## config.mk

```make
export PLATFORM = sky130hd
export DESIGN_NAME = uart_tx_feeder
export DESIGN_NICKNAME = d
export VERILOG_FILES = /design/src/rtl/uart_pkg.sv /design/src/rtl/uart_sync_fifo.sv /design/src/rtl/uart_tx_feeder.sv
export SDC_FILE = /design/constraint.sdc
export NUM_CORES = 1
export LEC_CHECK = 0
export CORE_ASPECT_RATIO = 2
export CORE_MARGIN = 2
export CORE_UTILIZATION = 55
export DETAILED_ROUTE_END_ITERATION = 6
export PLACE_DENSITY = 0.73
export SLEW_MARGIN = 0
export SYNTH_ARGS = -nofsm -noshare
export SYNTH_HDL_FRONTEND = slang
export SYNTH_SLANG_ARGS = --single-unit
export TNS_END_PERCENT = 20
```

## constraint.sdc

```tcl
create_clock -name clk -period 3.25 [get_ports clk]
set_input_delay 0.65 -clock clk [delete_from_list [all_inputs] [get_ports clk]]
set_output_delay 0.65 -clock clk [all_outputs]
set_load 0.02 [all_outputs]
```

## src/rtl/uart_pkg.sv

```systemverilog
// rtl/uart_pkg.sv - shared constants, baud-select encoding and feeder state type
package uart_pkg;

   localparam int FRAME_BITS = 11;
   localparam int GUARD_BITS = 1;

   localparam int DEF_DIV0 = 5208;
   localparam int DEF_DIV1 = 2604;
   localparam int DEF_DIV2 = 1302;
   localparam int DEF_DIV3 = 434;

   localparam logic [1:0] BAUD_SEL_0 = 2'b00;
   localparam logic [1:0] BAUD_SEL_1 = 2'b01;
   localparam logic [1:0] BAUD_SEL_2 = 2'b10;
   localparam logic [1:0] BAUD_SEL_3 = 2'b11;

   typedef enum logic [1:0] {
      IDLE,
      START,
      FRAME
   } tx_state_t;

   function automatic int max4(input int a, input int b, input int c, input int d);
      int m;
      m = a;
      if (b > m) m = b;
      if (c > m) m = c;
      if (d > m) m = d;
      return m;
   endfunction

endpackage

```

## src/rtl/uart_sync_fifo.sv

```systemverilog
// rtl/uart_sync_fifo.sv - circular byte FIFO with registered count and overflow pulse
module uart_sync_fifo
   import uart_pkg::*;
#(
   parameter int DEPTH = 16,
   parameter int WIDTH = 8
) (
   input  logic                     clk,
   input  logic                     reset,
   input  logic                     wr_en,
   input  logic [WIDTH-1:0]         wr_data,
   input  logic                     rd_en,
   output logic [WIDTH-1:0]         rd_data,
   output logic                     full,
   output logic                     empty,
   output logic [$clog2(DEPTH):0]   count,
   output logic                     overflow
);

   localparam int AW = $clog2(DEPTH);
   localparam logic [AW:0] FULL_CNT = (AW + 1)'(DEPTH);

   logic [WIDTH-1:0] r_mem [DEPTH];
   logic [AW-1:0]    r_wr_ptr;
   logic [AW-1:0]    r_rd_ptr;
   logic [AW:0]      r_count;
   logic             r_overflow;
   logic             w_push;
   logic             w_pop;

   assign full     = (r_count == FULL_CNT);
   assign empty    = (r_count == '0);
   assign count    = r_count;
   assign overflow = r_overflow;
   assign rd_data  = r_mem[r_rd_ptr];

   assign w_push = wr_en && !full;
   assign w_pop  = rd_en && !empty;

   // Storage is not reset; pointers alone define what is valid.
   always_ff @(posedge clk) begin
      if (w_push) r_mem[r_wr_ptr] <= wr_data;
   end

   always_ff @(posedge clk) begin
      if (reset) begin
         r_wr_ptr   <= '0;
         r_rd_ptr   <= '0;
         r_count    <= '0;
         r_overflow <= 1'b0;
      end else begin
         if (w_push) r_wr_ptr <= r_wr_ptr + 1'b1;
         if (w_pop)  r_rd_ptr <= r_rd_ptr + 1'b1;
         case ({w_push, w_pop})
            2'b10:   r_count <= r_count + 1'b1;
            2'b01:   r_count <= r_count - 1'b1;
            default: r_count <= r_count;
         endcase
         // Full is judged on the registered count, so a same-cycle pop does not save the write.
         r_overflow <= wr_en && full;
      end
   end

endmodule

```

## src/rtl/uart_tx_feeder.sv

```systemverilog
// rtl/uart_tx_feeder.sv - FIFO-buffered byte feeder that paces txstart one frame at a time
module uart_tx_feeder
   import uart_pkg::*;
#(
   parameter int DEPTH = 16,
   parameter int DIV0  = DEF_DIV0,
   parameter int DIV1  = DEF_DIV1,
   parameter int DIV2  = DEF_DIV2,
   parameter int DIV3  = DEF_DIV3
) (
   input  logic                   clk,
   input  logic                   reset,
   input  logic                   wr_en,
   input  logic [7:0]             wr_data,
   input  logic [1:0]             baurd_sel,
   output logic                   full,
   output logic                   empty,
   output logic [$clog2(DEPTH):0] count,
   output logic                   overflow,
   output logic [7:0]             data_in,
   output logic                   txstart,
   output logic                   busy
);

   localparam int DIV_MAX = max4(DIV0, DIV1, DIV2, DIV3);
   localparam int CYC_W   = (DIV_MAX > 1) ? $clog2(DIV_MAX) : 1;
   localparam logic [3:0] LAST_BIT = 4'(FRAME_BITS - 2 + GUARD_BITS);

   tx_state_t        r_state;
   tx_state_t        w_state_nxt;
   logic [CYC_W-1:0] r_div_m1;
   logic [CYC_W-1:0] r_cyc;
   logic [CYC_W-1:0] w_sel_div_m1;
   logic [3:0]       r_bit;
   logic [7:0]       r_data;
   logic [7:0]       w_head;
   logic             w_pop;
   logic             w_cyc_done;

   uart_sync_fifo #(
      .DEPTH (DEPTH),
      .WIDTH (8)
   ) u_fifo (
      .clk      (clk),
      .reset    (reset),
      .wr_en    (wr_en),
      .wr_data  (wr_data),
      .rd_en    (w_pop),
      .rd_data  (w_head),
      .full     (full),
      .empty    (empty),
      .count    (count),
      .overflow (overflow)
   );

   assign data_in    = r_data;
   assign w_cyc_done = (r_cyc == r_div_m1);

   // Divisor is stored minus one so a power-of-two maximum still fits the counter width.
   always_comb begin
      w_sel_div_m1 = CYC_W'(DIV3 - 1);
      case (baurd_sel)
         BAUD_SEL_0: w_sel_div_m1 = CYC_W'(DIV0 - 1);
         BAUD_SEL_1: w_sel_div_m1 = CYC_W'(DIV1 - 1);
         BAUD_SEL_2: w_sel_div_m1 = CYC_W'(DIV2 - 1);
         default:    w_sel_div_m1 = CYC_W'(DIV3 - 1);
      endcase
   end

   always_comb begin
      w_state_nxt = r_state;
      w_pop       = 1'b0;
      txstart     = 1'b0;
      busy        = 1'b0;
      case (r_state)
         IDLE: begin
            if (count != '0) begin
               w_pop       = 1'b1;
               w_state_nxt = START;
            end
         end
         START: begin
            txstart = 1'b1;
            busy    = 1'b1;
            if (w_cyc_done) w_state_nxt = FRAME;
         end
         FRAME: begin
            busy = 1'b1;
            if (w_cyc_done && (r_bit == LAST_BIT)) w_state_nxt = IDLE;
         end
         default: w_state_nxt = IDLE;
      endcase
   end

   always_ff @(posedge clk) begin
      if (reset) begin
         r_state  <= IDLE;
         r_data   <= 8'h00;
         r_div_m1 <= '0;
         r_cyc    <= '0;
         r_bit    <= '0;
      end else begin
         r_state <= w_state_nxt;
         if (w_pop) begin
            r_data   <= w_head;
            r_div_m1 <= w_sel_div_m1;
            r_cyc    <= '0;
            r_bit    <= '0;
         end else if (r_state != IDLE) begin
            // Bit counter only advances in FRAME; START is a single bit period on its own.
            if (w_cyc_done) begin
               r_cyc <= '0;
               if (r_state == FRAME) r_bit <= r_bit + 1'b1;
            end else begin
               r_cyc <= r_cyc + 1'b1;
            end
         end
      end
   end

endmodule
```

Word-level counts from Yosys, hierarchy flattened
Memories as Yosys holds them, arrays and structs flattened. A register that Yosys moved wholly into a read port is not among the register bits.
Cells that the tools add are included.
Widths: inputs -> output; s select.
{ "op_classes": {"add_sub_neg": 6, "eq_ne": 12, "mux": 13, "reduce_logical": 16} }
{ "op_table": {"columns": ["op", "count"], "rows": [
  ["$pmux 13 s3", 1],
  ["$add 13x1->13 const B", 1],
  ["$eq 13x13->1", 1],
  ["$mux 13", 1],
  ["$add 4x1->4 const B", 3],
  ["$pmux 5 s2", 1],
  ["$eq 2x1->1 const B", 3],
  ["$eq 2x2->1 const B", 3],
  ["$mux 1", 6],
  ["$mux 2", 3],
  ["$ne 2x2->1 const B", 3],
  ["$pmux 2 s3", 1],
  ["$reduce_and 3->1", 2],
  ["$add 5x1->5 const B", 1],
  ["$eq 5x5->1 const B", 1],
  ["$logic_not 5->1", 1],
  ["$reduce_bool 5->1", 1],
  ["$sub 5x1->5 const B", 1],
  ["$eq 4x4->1 const B", 1],
  ["$logic_and 1x1->1", 4],
  ["$logic_not 2->1", 2],
  ["$reduce_bool 2->1", 2],
  ["$reduce_or 2->1", 2],
  ["$logic_not 1->1", 2]
]} }
{ "word_totals": {"regBits": 46, "mem_bits_rw": 128, "in_bits": 13, "output_inout_bits": 18, "elab_cells": 56, "n_memories": 1} }
{ "mem_list": {"columns": ["name", "words", "word_bits", "read_ports", "rd_clocked_by_memory_dff", "write_ports", "line", "source"], "rows": [
  ["u_fifo.r_mem", 16, 8, 1, 1, 1, "uart_sync_fifo.sv:23", "logic [WIDTH-1:0] r_mem [DEPTH];"]
]} }

Logic depth before layout (Yosys ltp)
{ "depth": {"depth_word": 6, "depth_mapped": 16, "ltp_nobuf": 13} }

Hierarchy
A second synthesis with hierarchy kept.
{ "unflattened": {"cells_unflattened": 539, "area_unflattened_um2": 7631.1} }
{ "by_module_without_submodules": {"columns": ["mod", "instances", "cells_each", "area_per_inst_um2", "seq_area_each_um2"], "rows": [
  ["uart_sync_fifo", 1, 334, 5901.9, 4204.0],
  ["uart_tx_feeder", 1, 205, 1729.2, 720.7]
]} }

Least setup slack after synthesis
Ideal clock, no wire load.
{ "synth_timing": {"path_type": "register -> register", "startpoint": "register u_fifo.r_count[2], in the netlist u_fifo.count[2]", "endpoint": "register u_fifo.r_count[4], in the netlist u_fifo.count[4]", "setup_time_ns": 0.121, "t_arrival_ns": 2.869, "t_required_ns": 3.129, "path_slack_ns": 0.261, "path_stages_with_launch": 15, "path_buffers": 4, "period_less_slack_ns": 2.989, "path_cell_list": "dfxtp_1 > buf_2 > nor3_4 > a21o_1 > buf_2 > inv_1 > buf_2 > ha_1 > clkbuf_1 > xor2_1 > ha_1 > a21oi_1 > a32oi_1 > a21oi_1 > mux2_2"} }
{ "synth_between": {"elab_chain_cells": 6, "word_cells_on_any_way": 15, "cone_classes": "2 x add/sub; 3 x eq/ne; 3 x mux; 7 x reduce/logical"} }
{ "synth_rtl": {"columns": ["item", "line", "source"], "rows": [
  ["start: declaration", "uart_sync_fifo.sv:26", "logic [AW:0] r_count;"],
  ["start signal: assignment", "uart_sync_fifo.sv:55", "2'b10: r_count <= r_count + 1'b1;"],
  ["start signal: assignment", "uart_sync_fifo.sv:56", "2'b01: r_count <= r_count - 1'b1;"],
  ["start signal: assignment", "uart_sync_fifo.sv:57", "default: r_count <= r_count;"],
  ["$reduce_bool 5->1 *", "uart_tx_feeder.sv:77", "if (count != '0) begin"],
  ["$mux 1 *", "uart_tx_feeder.sv:77", null],
  ["$mux 1 *", "uart_tx_feeder.sv:75", "case (r_state)"],
  ["named net u_fifo.rd_en", "uart_sync_fifo.sv:12", "input logic rd_en,"],
  ["$logic_and 1x1->1 *", "uart_sync_fifo.sv:38", "assign w_pop = rd_en && !empty;"],
  ["$eq 2x1->1 or $eq 2x2->1 (tied branches)", "uart_sync_fifo.sv:54", "case ({w_push, w_pop})"],
  ["$pmux 5 s2 or $reduce_bool 2->1 (tied branches)", null, null]
]} }
Mark *: on every way through the listed nets, which the timed path passes. The rest lies on a longest branch.
A chain may end at the register's enable or synchronous reset.

Final worst setup path
{ "layout_timing": {"startpoint": "register r_state[1]", "endpoint": "register u_fifo.r_count[4], in the netlist u_fifo.count[4]"} }
{ "layout_between": {"elab_chain_cells": 5, "word_cells_on_any_way": 7, "cone_classes": "2 x eq/ne; 2 x mux; 3 x reduce/logical"} }
{ "layout_rtl": {"columns": ["item", "line", "source"], "rows": [
  ["start: declaration", "uart_tx_feeder.sv:29", "tx_state_t r_state;"],
  ["start signal: assignment", "uart_tx_feeder.sv:103", "r_state <= w_state_nxt;"],
  ["$logic_not 2->1 *", "uart_tx_feeder.sv:75", null],
  ["$mux 1 *", "uart_tx_feeder.sv:75", null],
  ["$logic_and 1x1->1 *", "uart_sync_fifo.sv:38", null],
  ["$eq 2x1->1 or $eq 2x2->1 (tied branches)", "uart_sync_fifo.sv:54", null],
  ["$pmux 5 s2 or $reduce_bool 2->1 (tied branches)", null, null]
]} }
Every way passes the cells marked *; elsewhere a longest branch is shown, timed or not.

==> impl_metrics.yaml <==
status:
  status: "complete, no violations"
layout:
  final_area_um2: 8570
  final_cell_mix: "edfxtp_1 (128), nor2_1 (52), dfxtp_1 (49), a21oi_1 (33), mux4_2 (32)"
  layout_commonest_cell: "edfxtp_1"
  fill_cells: 922
  syn2layout_area_growth_pct: 16.1
  drive_gt1_share_pct: 17.3
  final_net_count: 587
  layout.cells.non_filler: 724
  antenna_cells: 0
worst_setup_path:
  critPathLaunchType: "register"
  slowest_stage: "ha_1"
  path_class: "register to register"
  cp_common_cell: "inv_1"
  worstPathArrival_ns: 3.19
  max_stage_delay_ns: 0.42
  cp-end-kind: "register"
  path_max_fanout: 13
  worstPathRequired_ns: 3.56
  worstPathCellList: "inv_1, ha_1, inv_1, a21o_1, inv_1, buf_4, ha_1, a21oi_1, nor3b_1, o21ai_0, a21oi_1, mux2_2"
sta:
  layout_min_cycle_time_ns: 2.88
  period_share_pct: 88.6
  tightest_slew_ns: 0.805
  fmax_mhz: 347
  slew_viol_final: 0
  final.setup_skew_ns: 0.0101
  fin_ws_ns: 0.370
  rsz0062_at_grt: "false"
  setup_viol_count_final: 0
  final_hold_viol_count: 0
  setup_tns_ns: 0
  max-slew-margin-rel_pct: 45.8
synthesis:
  async_reset_ff_share_pct: 0
  ys_seq_area_share_pct: 65.6
  yosysUniqueCellTypes: 50
  syn_nets: 539
  synth_edf_count: 128
  yosys_most_used_dff: "edfxtp_1"
  netlist_area_um2: 7380
  syn_area_per_cell_um2: 14.4
  yosysWarnings: 0
  ys_ff_latch: 178
  syn_inst: 511
clocking:
  clk_transition_reported_paths_ns: 0.07
  numCtsBuffers: 17
  post_cts_resized: 0
  insertion_delay_ns: 0.43
  cts_buffer_depth: 2
  cts_setup_buffers: 0
  root_buffer: "clkbuf_16"
  ctsHoldBuffers: 0
  h-tree-depth: 4
  cts_tree: "built"
  cts.sink_count: 178
place:
  portBuffers: 30
  pre_cts_ws_ns: 0.260
  dp_hpwl_um: 10600
  dpl-instance-area_um2: 7950
  place_congestion: 0.903
  placedCellCount: 692
floorplan:
  die_w_um: 85.9
  initial_core_util_pct: 56.5
  rows: 59
  dieArea_um2: 14400
  io_pins: 31
  die_y_um: 168
  core_um2: 13100
route:
  drtIter0Drc: 253
  wl_per_cell_um: 20.9
  via_per_inst: 5.96
  drc: 0
  first_pass_iters: 4
  postRouteAntennaNets: 0
  routed_wl_um: 15100
  routed-via-count: 4313
global_route:
  grt_pass1_vias: 4563
  grt_first_pass_wirelength_um: 24200
  antenna_found_initial: 0
  grt_max_degree: 35
  grt_overflow_total: 0
  grt_use_total_pct: 22.8
flow_run:
  max_cap_viol_count: 0
power:
  p_leak_nw: 2.85
  p_per_area_nw_per_um2: 815
  vdd_drop_max_v: 0.000494
  power_mw: 6.98
hold_path:
  worstHoldPathType: "register to register"
logic make-up after synthesis:
logic type                 synth area share [%]
and+or+nand+nor                            9.58
adders and majority gates                  2.54
AOI/OAI and AO/OA                          6.70
xor gates and xnor gates                   3.09
DFF                                        65.6
muxes                                      10.2
buffers and inverters                      2.24
synthesized netlist by cell type (3+ instances only):
library cell  number  area share (%)
a21oi_1           33             2.2
nand3_1           14            0.95
mux4_2            32             9.8
buf_2              6            0.41
inv_1             16            0.81
xnor2_1           15             1.8
nand2_1           25             1.3
dfxtp_1           50              14
edfxtp_1         128              52
nand2b_1           3            0.25
or3_1              3            0.25
and3_1             3            0.25
nor3_1            11            0.75
a22oi_1           17             1.7
o21ai_0            7            0.47
nand3b_1           4            0.41
nand4_1            4            0.34
clkbuf_1          13            0.66
xor2_1            11             1.3
ha_1              15             2.5
buf_1              3            0.15
nor2_1            52             2.6
nor2b_1            6            0.51
and4_1             3            0.36
final timing paths:
path                                 start                      endpoint  slack, ns  cells past startpoint
setup reg to reg   r_state[1]$_SDFFE_PP0P_  u_fifo.count[4]$_SDFFE_PP0P_       0.37                     12
setup / recovery   r_state[1]$_SDFFE_PP0P_  u_fifo.count[4]$_SDFFE_PP0P_       0.37                     12
hold / removal    r_div_m1[5]$_SDFFE_PP0P_      r_div_m1[5]$_SDFFE_PP0P_       0.47                      2
hold reg to reg   r_div_m1[5]$_SDFFE_PP0P_      r_div_m1[5]$_SDFFE_PP0P_       0.47                      2
per-stage QoR:
stage | hold slack [ns] | utilization [%]
floorplan | 0.445 | -
global placement | 0.457 | 60.9
detailed placement | 0.463 | 60.9
CTS | 0.472 | 65.6
global route | 0.508 | 65.6
finish | 0.470 | 65.6
layout make-up:
class / instances / area (um2) / area share (%)
tap: 152 / 190 / 2.22
timing repair buffer: 53 / 485 / 5.67
sequential: 178 / 4850 / 56.5
multi-input combinational: 293 / 2370 / 27.7
clock buffer: 17 / 425 / 4.96
clock inverter: 15 / 193 / 2.25
inverter: 16 / 60.1 / 0.701
worst max-delay path, delay by kind of cell (launching register included):
kind            cells  cell delay (ns)
flops               1             0.35
compound gates      4             0.62
buf+inv             4             0.58
fa+ha+maj           2             0.68
simple gates        1             0.20
mux                 1             0.35
sequential cells by signal, indices dropped and copies added, names as in the netlist:
| register | flops |
|---|---|
| r_cyc | 13 |
| u_fifo.r_rd_ptr | 4 |
| u_fifo.count | 5 |
| u_fifo.r_wr_ptr | 4 |
| r_bit | 4 |
| u_fifo.overflow | 1 |
| data_in | 8 |
| u_fifo.r_mem | 128 |
| r_state | 2 |
| r_div_m1 | 9 |
per-layer routing:
layer	vias to the layer above	track usage (%)	wire [um]
li1	2039	-	-
met1	2162	22.5	5300
met2	87	44.6	9070
met3	25	4.41	390
met4	0	9.04	383
met5	-	0	0
power by group:
group	internal [mW]	total (mW)	leakage [nW]	switching [mW]
clock	1.11	2.06	0.293	0.949
sequential	2.63	2.84	1.56	0.209
combinational	0.895	2.09	0.995	1.19
No activity file was read; power rests on OpenSTA's default activity.
